<file path="config.mk">
export PLATFORM = sky130hd
export DESIGN_NAME = icache_refill
export DESIGN_NICKNAME = d
export VERILOG_FILES = /design/src/rtl/icache_refill.sv
export SDC_FILE = /design/constraint.sdc
export NUM_CORES = 1
export LEC_CHECK = 0
export BUFFER_PORTS_ARGS = -buffer_cell sky130_fd_sc_hd__buf_2
export CORE_MARGIN = 2
export CORE_UTILIZATION = 50
export DETAILED_ROUTE_END_ITERATION = 10
export PLACE_DENSITY_LB_ADDON = 0.08
export SKIP_CTS_REPAIR_TIMING = 1
export SYNTH_ARGS = -nofsm -noshare
export SYNTH_HDL_FRONTEND = slang
export SYNTH_SLANG_ARGS = --single-unit
</file>
<file path="constraint.sdc">
create_clock -name clk -period 4.61 [get_ports clk]
set_input_delay 0 -clock clk [delete_from_list [all_inputs] [get_ports clk]]
set_output_delay 0 -clock clk [all_outputs]
set_load 0.02 [all_outputs]
</file>
<file path="src/rtl/icache_refill.sv">
`default_nettype none
// +------------------------------------------------------------------------+
// | Module   : icache_refill                                               |
// | Brief    : Wishbone incrementing-burst line refill engine for icache.  |
// |            Optional macro ICACHE_REFILL_RETRY_EN: rty re-issues beat.  |
// | Revision : 1.0  initial release                                        |
// +------------------------------------------------------------------------+
module icache_refill #(
  parameter int LINE_BEATS  = 8,
  parameter int OFFSET_BITS = 5,
  parameter int BEAT_CNT_W  = 3
) (
  input  logic                     clk,
  input  logic                     rst_n,
  input  logic                     miss_req,
  input  logic [31:0]              miss_paddr,
  input  logic                     abort,
  output logic                     refill_busy,
  output logic                     refill_we,
  output logic [LINE_BEATS*32-1:0] line_data,
  output logic                     refill_err,
  output logic                     wb_cyc_o,
  output logic                     wb_stb_o,
  output logic                     wb_we_o,
  output logic [31:0]              wb_adr_o,
  output logic [3:0]               wb_sel_o,
  output logic [2:0]               wb_cti_o,
  output logic [1:0]               wb_bte_o,
  output logic [31:0]              wb_dat_o,
  input  logic                     wb_ack_i,
  input  logic                     wb_err_i,
  input  logic                     wb_rty_i,
  input  logic [31:0]              wb_dat_i
);

  typedef enum logic [2:0] {
    S_IDLE  = 3'd0,
    S_BURST = 3'd1,
    S_WRITE = 3'd2,
    S_ERR   = 3'd3,
    S_RGAP  = 3'd4
  } state_t;

  localparam logic [BEAT_CNT_W-1:0] c_last_beat = BEAT_CNT_W'(LINE_BEATS - 1);
  localparam logic [2:0]            c_cti_incr  = 3'b010;
  localparam logic [2:0]            c_cti_end   = 3'b111;
  localparam logic [2:0]            c_cti_first = (LINE_BEATS == 1) ? c_cti_end : c_cti_incr;
`ifdef ICACHE_REFILL_RETRY_EN
  localparam state_t                c_rty_next  = S_RGAP;
`else
  localparam state_t                c_rty_next  = S_ERR;
`endif

  state_t                r_state;
  state_t                w_next;
  logic [BEAT_CNT_W-1:0] r_beat;
  logic [BEAT_CNT_W-1:0] w_beat_inc;
  logic                  w_ack;
  logic                  w_err;
  logic                  w_rty;
  logic                  w_last;
  logic                  w_accept;
  logic                  w_store;
  logic [31:0]           w_base;
  logic                  w_unused;

  // Offset bits of the miss address never reach the bus.
  assign w_unused   = ^miss_paddr[OFFSET_BITS-1:0];
  assign w_base     = {miss_paddr[31:OFFSET_BITS], {OFFSET_BITS{1'b0}}};

  assign w_ack      = wb_ack_i & wb_cyc_o & wb_stb_o;
  assign w_err      = wb_err_i & wb_cyc_o & wb_stb_o;
  assign w_rty      = wb_rty_i & wb_cyc_o & wb_stb_o;
  assign w_last     = (r_beat == c_last_beat);
  assign w_beat_inc = r_beat + BEAT_CNT_W'(1);
  assign w_accept   = (r_state == S_IDLE) & miss_req & ~abort;
  // A beat is captured even when abort arrives with it; err/rty outrank ack.
  assign w_store    = (r_state == S_BURST) & w_ack & ~w_err & ~w_rty;

  assign wb_we_o    = 1'b0;
  assign wb_bte_o   = 2'b00;
  assign wb_dat_o   = 32'h0;

  always_comb begin
    w_next = r_state;
    case (r_state)
      S_IDLE: begin
        if (w_accept) w_next = S_BURST;
      end
      S_BURST: begin
        if (abort)                w_next = S_IDLE;
        else if (w_err)           w_next = S_ERR;
        else if (w_rty)           w_next = c_rty_next;
        else if (w_ack && w_last) w_next = S_WRITE;
      end
      S_WRITE: w_next = S_IDLE;
      S_ERR:   w_next = S_IDLE;
      S_RGAP:  w_next = abort ? S_IDLE : S_BURST;
      default: w_next = S_IDLE;
    endcase
  end

  always_ff @(posedge clk) begin
    if (!rst_n) begin
      r_state     <= S_IDLE;
      r_beat      <= '0;
      refill_busy <= 1'b0;
      refill_we   <= 1'b0;
      refill_err  <= 1'b0;
      wb_cyc_o    <= 1'b0;
      wb_stb_o    <= 1'b0;
      wb_adr_o    <= 32'h0;
      wb_sel_o    <= 4'h0;
      wb_cti_o    <= 3'b000;
      line_data   <= '0;
    end else begin
      r_state     <= w_next;
      // Outputs are decoded from the next state so they line up with it.
      refill_busy <= (w_next != S_IDLE);
      refill_we   <= (w_next == S_WRITE);
      refill_err  <= (w_next == S_ERR);
      wb_cyc_o    <= (w_next == S_BURST) || (w_next == S_RGAP);
      wb_stb_o    <= (w_next == S_BURST);
      wb_sel_o    <= 4'hF;

      if (w_accept) begin
        r_beat   <= '0;
        wb_adr_o <= w_base;
        wb_cti_o <= c_cti_first;
      end else if (w_store && !w_last) begin
        r_beat   <= w_beat_inc;
        wb_adr_o <= wb_adr_o + 32'd4;
        wb_cti_o <= (w_beat_inc == c_last_beat) ? c_cti_end : c_cti_incr;
      end

      if (w_store) begin
        line_data[32*r_beat +: 32] <= wb_dat_i;
      end
    end
  end

endmodule
`default_nettype wire

</file>
* Yosys cells after proc, flatten, opt, wreduce, memory -nomap -nowiden *
Index checks and enable logic that the tools add are counted.

storage, ports and cells
  bits in registers = 306
  input bits = 71
  output and inout bits = 335
  word-level logic and storage cells = 63

cells by class
  add/sub/neg operators = 3
  equality and inequality tests = 8
  shift-type cells = 2
  muxes and demuxes = 14
  bitwise logic cells = 15
  reduce and logical (&&, ||, !) cells = 8

operators with widths
  cell                         count
  $bwmux W256                  1
  $shift A32 B34 Y256 const A  1
  $shiftx A32 B34 Y256         1
  $mux W32                     2
  $neg A8 Y34                  1
  $add A32 B3 Y32 const B      1
  $mux W3                      6
  $eq A3 B3 Y1 const B         4
  $and A1 B1 Y1                11
  $pmux W3 S3                  1
  $eq A3 B1 Y1 const B         2
  $eq A3 B2 Y1 const B         2
  $mux W2                      2
  $mux W4                      1
  $not A1 Y1                   4
  $add A3 B1 Y3 const B        1
  $logic_not A3 Y1             1
  $reduce_bool A3 Y1           1
  $logic_and A1 B1 Y1          2
  $reduce_bool A2 Y1           1
  $reduce_or A2 Y1             1
  $logic_not A1 Y1             1
  $logic_or A1 B1 Y1           1
  $mux W1                      1

* Longest topological paths before layout *
Gate-level depths: netlist of run 1.

  word-level depth = 10
  depth in mapped cells = 12
  gate-level depth less buffers = 8

* Worst setup path before layout of run 1 *
OpenSTA, ideal clock, no wires.

  path kind = register to register
  start point = register r_beat[0]
  end point = register line_data[198]
  library setup time = 0.132 ns
  arrival = 2.458 ns
  data required time = 4.478 ns
  setup slack = 2.019 ns
  stages on the path, launching flop included = 13
  path buffers = 4
  period minus slack after synthesis = 2.591 ns
  cells stage by stage = dfxtp_1 > buf_2 > buf_1 > inv_1 > ha_1 > ha_1 > nor2_1 > o2111ai_2 > or3b_1 > clkbuf_1 > buf_2 > nand2_1 > a21oi_1

on the way
  cells in the longest elaborated chain, start to end = 3
  elaborated cells on any way between the ends = 4
  classes of those cells = 1 x add/sub; 2 x shift; 1 x mux

ends and longest elaborated chain
  what                                                                line  RTL
  start: declaration                                                  56    logic [BEAT_CNT_W-1:0] r_beat;
  start signal: assignment                                            131   r_beat <= w_beat_inc;
  $neg A8 Y34 (*)                                                     137   line_data[32*r_beat +: 32] <= wb_dat_i;
  $shiftx A32 B34 Y256 / $shift A32 B34 Y256 (equally long branches)  137
  $bwmux W256 (*)                                                     137
  end signal: indexed assignment                                      137
  end: declaration                                                    20    output logic [LINE_BEATS*32-1:0] line_data,

Mark *: on every way between the ends. The rest lies on a longest branch, timed or not.
A chain may end at the register's enable or synchronous reset.

* Final worst setup path of run 1 *
  start point = register r_beat[0]
  end point = register line_data[102]

The elaborated chain is that of the path after synthesis.

==> out/qor.yml, run 1 <==
power:
  powerDensity_nw_per_um2: 374
  ir_drop_uv: 256
  p_leak_nw: 7.33
  report.power.total_w: 0.00581
timing:
  rsz0062_at_grt: "false"
  setup_ws_ps: 1320
  finalSetupTns_ps: 0
  relSlewSlack_pct: 23.2
  max_freq_mhz: 304
  layout_min_cycle_time_ps: 3290
  setup_violations: 0
  slew_violations: 0
  clock_skew_ps: 18.7
  hold_viol_final: 1
  hold_slack_ps: -60.5
  finalCritPeriodShare_pct: 71.5
  tightestPinTransition_ps: 1150
routing:
  routed_wl_mm: 37.5
  first_pass_iters: 5
  drc_errors: 0
  num_vias: 11100
  drtIter0Drc: 755
  viasPerCell: 5.26
  antenna_left: 0
  wl_per_cell_microns: 17.8
run:
  max_cap_violations: 0
place:
  place.gp.congestion: 0.819
  hpwl_mm: 24.8
  placedCellCount: 1991
  dp_slack_ps: 1390
  portBuffers: 363
logic_synthesis:
  synth_seq_cells: 300
  synth_area_per_cell_sq_um: 8.51
  netlist_top_cells_count: "dfxtp_1, nor2_1, a21oi_1, nand2_1, nand3_1"
  synth_top_area_share_pct: 50.6
  ys_types: 55
  ys_warn_count: 0
  synth.area.top_cells: "dfxtp_1, a21oi_1, mux2i_1, nor2_1, nand2_1"
  yosysSeqAreaShare_pct: 50.6
  ys.flop_type: "dfxtp_1"
  synthesis.area_sq_um: 11900
  netlist_instances: 1395
  async_flop_share_pct: 0
  synth_largest_area_cell: "dfxtp_1"
  yosysMostFrequentCell: "dfxtp_1"
  synth_edf_count: 0
floorplan:
  fp-row-count: 56
  die_x_microns: 158
  start_util_pct: 50.7
  die_h_microns: 158
  num_io_pins: 406
  core_area_sq_um: 23400
  die_area_sq_um: 25000
setup_path:
  cp_max_fo: 45
  cp-start-kind: "register"
  path_class: "reg2reg"
  required_ps: 5090
  ff2ff_path_depth: 8
  cp.arrival_ps: 3770
  end_kind: "register"
worst_hold_path:
  hp-class: "in2reg"
  holdPathStages: 4
grt:
  track_usage_pct: 27.8
  grt_pass1_vias: 9756
  grt-ovfl-total: 0
  grt_max_degree: 188
  grt_first_pass_wirelength_mm: 54.7
  grt_antenna_before_repair: 0
clocking:
  htreeDepth: 1
  cts.sinks: 300
  clk_pin_slew_ps: 60
  cts_buffer_depth: 3
  cts_tree: "done"
  cts_made_buffers: 31
  cts-root-buf: "clkbuf_16"
  insertion_delay_ps: 570
outcome:
  status: "finished with violations"
  violations: "hold timing"
finish:
  drive_gt1_share_pct: 26.5
  area_growth_pct: 30.6
  nets: 1843
  final_util_pct: 66.3
  finalNonFillerCells: 2111
==> path summary, 6_finish.rpt <==
path / start / to / slack [ps]
setup / recovery: r_beat[0] / line_data[102] / 1320
hold reg to reg: line_data[221] / line_data[221] / 450
hold / removal: miss_req / refill_we / -60
setup reg to reg: r_beat[0] / line_data[102] / 1320
==> worst max-delay path, cell delays in order (launching register included) <==
cell and delay, ps:
dfxtp_1 850, inv_1 180, ha_1 250, ha_1 280, nor2b_1 280, nand3_1 110
or2_2 690, or2_2 450, a21oi_1 120
==> flip-flops by register name (all words and copies together), names as in the netlist, 2 cells and up <==
signal,flops
line_data,256
wb_adr_o,30
r_state,3
wb_cti_o,2
r_beat,3
==> layout by cell type, fill, tap and decap left out, types with 6 or more instances in the layout <==
| cell | Yosys | routed |
|---|---|---|
| a21oi_1 | 193 | 193 |
| a31oi_1 | 15 | 15 |
| and2_1 | 7 | 7 |
| buf_2 | 28 | 363 |
| buf_4 | 41 | 18 |
| bufinv_16 | 0 | 10 |
| clkbuf_16 | 0 | 31 |
| clkbuf_8 | 0 | 6 |
| clkinv_2 | 0 | 6 |
| conb_1 | 1 | 38 |
| dfxtp_1 | 300 | 300 |
| dlygate4sd3_1 | 0 | 61 |
| ha_1 | 6 | 6 |
| inv_1 | 11 | 10 |
| mux2i_1 | 89 | 89 |
| nand2_1 | 174 | 174 |
| nand2b_1 | 8 | 8 |
| nand3_1 | 113 | 113 |
| nand4_1 | 13 | 13 |
| nor2_1 | 204 | 201 |
| nor3b_1 | 12 | 12 |
| o21ai_0 | 8 | 8 |
| or2_0 | 8 | 8 |
| or2_2 | 19 | 20 |
| or4_1 | 6 | 6 |
==> power by group <==
group	internal [W]	switching [W]	total (W)
Sequential	0.00260	0.0000135	0.00262
Combinational	0.0000814	0.000166	0.000248
Clock	0.00189	0.00106	0.00295
Total	0.00457	0.00124	0.00581
==> final cells by class <==
cell class / count / area (sq um)
Multi-Input combinational cell: 980 / 5280
Tap cell: 319 / 399
Clock buffer: 40 / 870
Sequential cell: 300 / 6010
Antenna cell: 1 / 2.50
Clock inverter: 18 / 348
Inverter: 11 / 48.8
Fill cell: 2041 / 7890
Timing Repair Buffer: 442 / 2560
==> stage by stage <==
| step | instance area, sq um | hold WS, ps |
|---|---|---|
| global placement | 13700 | 246 |
| floorplan | 12000 | 27.7 |
| detailed placement | 13700 | 250 |
| finish | 15500 | -60.5 |
| global route | 15500 | 16.1 |
| CTS | 14900 | -332 |
==> logic make-up after synthesis <==
family          synth area share (%)
simple gates                    23.3
flops                           50.6
compound gates                  10.7
buf+inv                         6.39
mux                             7.79
xor+xnor                       0.590
fa+ha+maj                      0.632
other cells                   0.0316
==> metal layers <==
layer  GRT usage, %  wire length [microns]  vias up
met1           37.3                  16000     5204
met3           7.06                   3270       78
met4           9.48                   1120        0
met5              0                      0        -
met2           43.4                  17100      439
li1               -                      -     5378
(Power assumes the default switching activity.)
==> inputs of run 2 (changes only) <==
Settings changed: CORE_ASPECT_RATIO set to 1.4, CORE_UTILIZATION 50 to 45.
Clock period 4.61 ns to 2.76 ns, I/O delays scaled along.
==> run 2 against run 1 <==
  * The flow still finishes with violations (hold timing)
  * Hold slack improved by 43 ps
  * Setup slack got worse by 1000 ps
  * Cell count rose by 0.99%
==> out/qor.yml, run 2 (synthesized netlist as in run 1, its figures left out) <==
setup_path:
  path_cells: "inv_1 > ha_1 > ha_1 > nor2b_1 > nand3_1 > or2_2 > buf_4 > mux2i_1 > nor2_1"
  path_common_cell: "ha_1"
  cp_max_fo: 39  # -13%
  rr_endpoint: "line_data[120]"
  cp_slowest_stage_delay_ps: 620  # -230 ps
  required_ps: 3200  # -1890 ps
  worstSetupPathDepth: 9  # +1
  r2r-start: "r_beat[1]"
  end_kind: "register"
  path_class: "reg2reg"
  crit_family: "simple AND/OR/NAND/NOR gates"
  slowest_stage: "or2_2"
  cp-start-kind: "register"
  cp.arrival_ps: 2920  # -850 ps
  ff2ff_path_depth: 9  # +1
  ff2ff_setup_slack_ps: 270  # -1040 ps
  crit_buf_inv: 2  # +1
grt:
  grt_max_degree: 105  # -44%
  grt_pass1_vias: 10200  # +4.8%
  grt_antenna_before_repair: 0  # unchanged
  grt_first_pass_wirelength_mm: 58.8  # +7.5%
  track_usage_pct: 26.8  # -0.97 points
  grt-ovfl-total: 0  # unchanged
finish:
  mostFrequentLayoutCell: "buf_2"
  antennaDiodeCount: 0  # -1
  reg_top3: "line_data (256), wb_adr_o (30)"
  drive_gt1_share_pct: 26.7  # +0.14 points
  n_fill_cell: 2438  # +19%
  largest_reg_flops: 256  # unchanged
  nets: 1862  # +1.0%
  top_register: "line_data"
  final_util_pct: 59.5  # -6.8 points
  area_growth_pct: 30.4
  layout_common_cells: "buf_2, dfxtp_1, nor2_1"
floorplan:
  start_util_pct: 45.7  # -5.1 points
  die_area_sq_um: 27700  # +11%
  core_area_sq_um: 26000  # +11%
  die_h_microns: 196  # +24%
  num_io_pins: 406  # unchanged
  die_x_microns: 141  # -11%
  fp-row-count: 70  # +25%
power:
  sw_frac_of_total_pct: 22.6  # +1.3 points
  clkPwrFrac_pct: 46.0  # -4.7 points
  power_frac_comb_pct: 4.8  # +0.5 points
  report.power.total_w: 0.00888  # +53%
  ir_drop_uv: 460  # +80%
  powerDensity_nw_per_um2: 574  # +53%
  power.internal_w: 0.00687  # +50%
  p_sw_w: 0.00201  # +62%
  seq_power_share_pct: 49.2  # +4.2 points
  p_leak_nw: 7.32  # -0.11%
timing:
  layout_min_cycle_time_ps: 2490  # -807 ps
  relSlewSlack_pct: 45.8  # +23 points
  tightestPinTransition_ps: 814  # -338 ps
  clock_skew_ps: 6.90  # -11.8 ps
  slew_violations: 0  # unchanged
  setup_violations: 0  # unchanged
  hold_viol_final: 2  # +1
  rsz0062_at_grt: "false"
  finalSetupTns_ps: 0  # unchanged
  finalCritPeriodShare_pct: 90.1  # +19 points
  hold_slack_ps: -17.1  # +43.5 ps
  max_freq_mhz: 402  # +32%
worst_hold_path:
  hp-class: "in2reg"
  holdPathStages: 4  # unchanged
  hold_start: "wb_err_i"
  whs_endpoint: "wb_stb_o"
outcome:
  violations: "hold timing"
  status: "finished with violations"
routing:
  viasPerCell: 5.21  # -0.95%
  antenna_left: 0  # unchanged
  routed_wl_mm: 39.4  # +5.0%
  drc_errors: 0  # unchanged
  wl_per_cell_microns: 18.5  # +4.0%
  drtIter0Drc: 668  # -12%
  num_vias: 11100  # +0.036%
  first_pass_iters: 5  # unchanged
place:
  place.gp.congestion: 0.853  # +4.1%
  hpwl_mm: 26.8  # +8.2%
  portBuffers: 363  # unchanged
clocking:
  htreeDepth: 1  # unchanged
  cts_buffer_depth: 3  # unchanged
  cts_made_buffers: 30  # -3.2%
  cts_tree: "done"
  insertion_delay_ps: 560  # about the same
  cts-root-buf: "clkbuf_16"
  clk_pin_slew_ps: 60  # about the same
  cts.sinks: 300  # unchanged
run:
  max_cap_violations: 0  # unchanged
-- run 2: worst reg2reg max path, stage by stage, from the launching register on --
cell and delay [ps]:
dfxtp_1 430, inv_1 70, ha_1 180, ha_1 280, nor2b_1 180, nand3_1 80, or2_2 620, buf_4 320
mux2i_1 150, nor2_1 60
-- run 2: layout make-up --
cell class                 count  area [sq um]  share of cell area [%]
multi-input combinational    980          5280                    34.1
sequential                   300          6010                    38.8
clock buffer                  46           882                    5.70
clock inverter                 9          97.6                   0.630
timing repair buffer         462          2770                    17.9
tap                          324           405                    2.62
inverter                      11          48.8                   0.315
-- run 2: per-layer routing --
metal	share of wire, %	track usage (%)	wire length, microns
met4	4.1	11.4	1610
met2	51	48.1	20200
met1	38	30.5	14800
met3	6.9	5.66	2740
met5	0	0	0
-- run 2: how the worst max path moves through the flow --
stage,to,from
2_1_floorplan,line_data[198],r_beat[0]
3_3_place_gp,line_data[124],r_beat[1]
3_5_place_dp,line_data[112],r_beat[1]
4_1_cts,line_data[112],r_beat[1]
5_1_grt,line_data[118],r_beat[1]
6_report,line_data[120],r_beat[1]
-- run 2: per-stage QoR --
step                hold WS, ps  setup WS (ps)  instance area, sq um  instances
global placement            249            309                 13900       2013
floorplan                  27.7            169                 12000       1432
finish                    -17.1            273                 15500       2132
detailed placement          256            270                 13900       2013
CTS                        -338            268                 14800       2068
global route               26.0           68.3                 15500       2132
-- run 2: power by group through the flow --
stage,Combinational (W),Sequential (W),Clock [W]
2_1_floorplan,0.000199,0.00449,0
3_3_place_gp,0.000352,0.00447,0
3_5_place_dp,0.000352,0.00447,0
4_1_cts,0.000352,0.00437,0.00416
5_1_grt,0.000452,0.00437,0.00434
6_report,0.000424,0.00437,0.00409
==> inputs of run 3 (changes only) <==
--- a/config.mk
+++ b/config.mk
@@ -9,5 +9,5 @@
 export CORE_ASPECT_RATIO = 1.4
 export CORE_MARGIN = 2
-export CORE_UTILIZATION = 45
+export CORE_UTILIZATION = 40
 export DETAILED_ROUTE_END_ITERATION = 10
 export PLACE_DENSITY_LB_ADDON = 0.08
==> constraint.sdc (replaced) <==
create_clock -name clk -period 2.8 [get_ports clk]
set_input_delay 0 -clock clk [delete_from_list [all_inputs] [get_ports clk]]
set_output_delay 0 -clock clk [all_outputs]
set_load 0.05 [all_outputs]
==> run 3 against run 2 <==
  * The run still ends with hold timing left
  * Cell area increased by 0.98%
  * Maximum frequency increased by 2.2%
  * Setup slack improved by 93 ps
  * Sequential power decreased by 1%
  * Non-clock buffer count decreased by 2
  * First-iteration DRC count decreased by 29%
  * Register-to-register slack improved by 90 ps
  * Critical endpoint is now line_data[121]
  * Highest routed layer unchanged
  * Count of clock-buffer cells in the layout decreased by 3
  * Power increased by 3.5%
==> out/qor.yml, run 3 (synthesized netlist as in run 1, its figures left out) <==
grt:
  grt_max_degree: 92  # -12%
  grt_first_pass_wirelength_mm: 60.4  # +2.7%
  track_usage_pct: 24.8  # -2.0 points
  grt-ovfl-total: 0  # unchanged
  grt_pass1_vias: 10200  # -0.098%
  grt_antenna_before_repair: 0  # unchanged
finish:
  largest_reg_flops: 256  # unchanged
  postLayoutCellArea_sq_um: 15600  # +0.98%
  antennaDiodeCount: 0  # unchanged
  nets: 1861  # -0.054%
  top_register: "line_data"
  finalNonFillerCells: 2187  # +2.6%
  mostFrequentLayoutCell: "buf_2"
  reg_top3: "line_data (256), wb_adr_o (30)"
  area_growth_pct: 31.7
  layout_common_cells: "buf_2, dfxtp_1, nor2_1"
  drive_gt1_share_pct: 27.0  # +0.35 points
run:
  max_cap_violations: 0  # unchanged
floorplan:
  fp-row-count: 74  # +5.7%
  die_area_sq_um: 31100  # +12%
  die_x_microns: 150  # +5.9%
  die_h_microns: 208  # +5.9%
  num_io_pins: 406  # unchanged
  core_area_sq_um: 29200  # +12%
  start_util_pct: 40.7  # -4.9 points
routing:
  antenna_left: 0  # unchanged
  num_vias: 11000  # -0.58%
  drtIter0Drc: 472  # -29%
  first_pass_iters: 5  # unchanged
  viasPerCell: 5.05  # -3.1%
  wl_per_cell_microns: 18.4  # -0.28%
  routed_wl_mm: 40.3  # +2.3%
  drc_errors: 0  # unchanged
timing:
  setup_violations: 0  # unchanged
  hold_slack_ps: -27.3  # -10.2 ps
  rsz0062_at_grt: "false"
  layout_min_cycle_time_ps: 2430  # -52.6 ps
  hold_viol_final: 2  # unchanged
  finalCritPeriodShare_pct: 87.0  # -3.2 points
  relSlewSlack_pct: 50.2  # +4.4 points
  tightestPinTransition_ps: 747  # -66.5 ps
  finalSetupTns_ps: 0  # unchanged
  clock_skew_ps: 11.2  # +4.31 ps
  slew_violations: 0  # unchanged
  max_freq_mhz: 411  # +2.2%
worst_hold_path:
  hp-class: "in2reg"
clocking:
  cts_tree: "done"
  insertion_delay_ps: 570  # about the same
  clk_pin_slew_ps: 60  # about the same
  cts_buffer_depth: 3  # unchanged
  cts-root-buf: "clkbuf_16"
  cts.sinks: 300  # unchanged
  htreeDepth: 1  # unchanged
  cts_made_buffers: 31  # +3.3%
setup_path:
  end_kind: "register"
  cp.arrival_ps: 2920  # about the same
  cp-start-kind: "register"
  cp_max_fo: 33  # -15%
  path_class: "reg2reg"
  required_ps: 3290  # +90 ps
power:
  report.power.total_w: 0.00920  # +3.5%
  powerDensity_nw_per_um2: 588  # +2.5%
  p_leak_nw: 7.37  # +0.63%
  ir_drop_uv: 463  # +0.63%
place:
  portBuffers: 363  # unchanged
  placed_area_sq_um: 13900  # +0.40%
  place.gp.congestion: 0.872  # +2.3%
  placedCellCount: 2067  # +2.7%
  hpwl_mm: 27.5  # +2.6%
outcome:
  status: "finished with violations"
  violations: "hold timing"
-- run 3: cell count changes in the layout (fill, tap and decap cells not counted), sizes merged --
cell / delta
bufinv: +2
buf: -2
clkinv: +3
clkbuf: -3
clkinvlp: -1
-- run 3: path summary, 6_finish.rpt --
kind          startpoint              to  slack (ps)  depth (start not counted)
max            r_beat[0]  line_data[121]         370                          9
min             wb_err_i        wb_stb_o         -30                          4
max reg2reg    r_beat[0]  line_data[121]         370                          9
min reg2reg  wb_cti_o[1]     wb_cti_o[1]         450                          2
-- run 3: cell type report --
class | instances | area, sq um
Clock buffer | 43 | 911
Fill cell | 2817 | 13500
Tap cell | 380 | 475
Multi-Input combinational cell | 980 | 5280
Timing Repair Buffer | 460 | 2760
Clock inverter | 13 | 165
Sequential cell | 300 | 6010
Inverter | 11 | 48.8
-- run 3: through the flow --
stage	utilization, %	hold slack, ps	worst slack (ps)
6_report	53.6	-27.3	365
5_1_grt	53.6	50.2	119
4_1_cts	51.4	-343	351
3_5_place_dp	47.7	254	367
3_3_place_gp	47.7	253	415
2_1_floorplan	-	27.7	202
-- run 3: power by group --
| group | total, W | switching (W) | leakage, nW | internal (W) |
|---|---|---|---|---|
| clock | 0.00436 | 0.00174 | 0.542 | 0.00262 |
| combinational | 0.000529 | 0.000385 | 4.40 | 0.000144 |
| sequential | 0.00431 | 0.0000236 | 2.42 | 0.00429 |
| total | 0.00920 | 0.00215 | 7.37 | 0.00705 |
-- run 3: critical path, stage by stage (launching register included) --
cell,delay (ps)
dfxtp_1,410
inv_1,90
ha_1,200
ha_1,280
nor2b_1,260
nand3_1,100
or2_2,440
buf_12,230
or2_0,220
a21oi_1,120
-- run 3: layer usage --
layer  share of wire (%)  vias up  GRT usage (%)
met5                   0        -              0
met4                 3.1        0           8.47
met3                 7.6       71           6.26
met2                  52      405           44.9
met1                  37     5152           27.8
li1                    -     5411              -
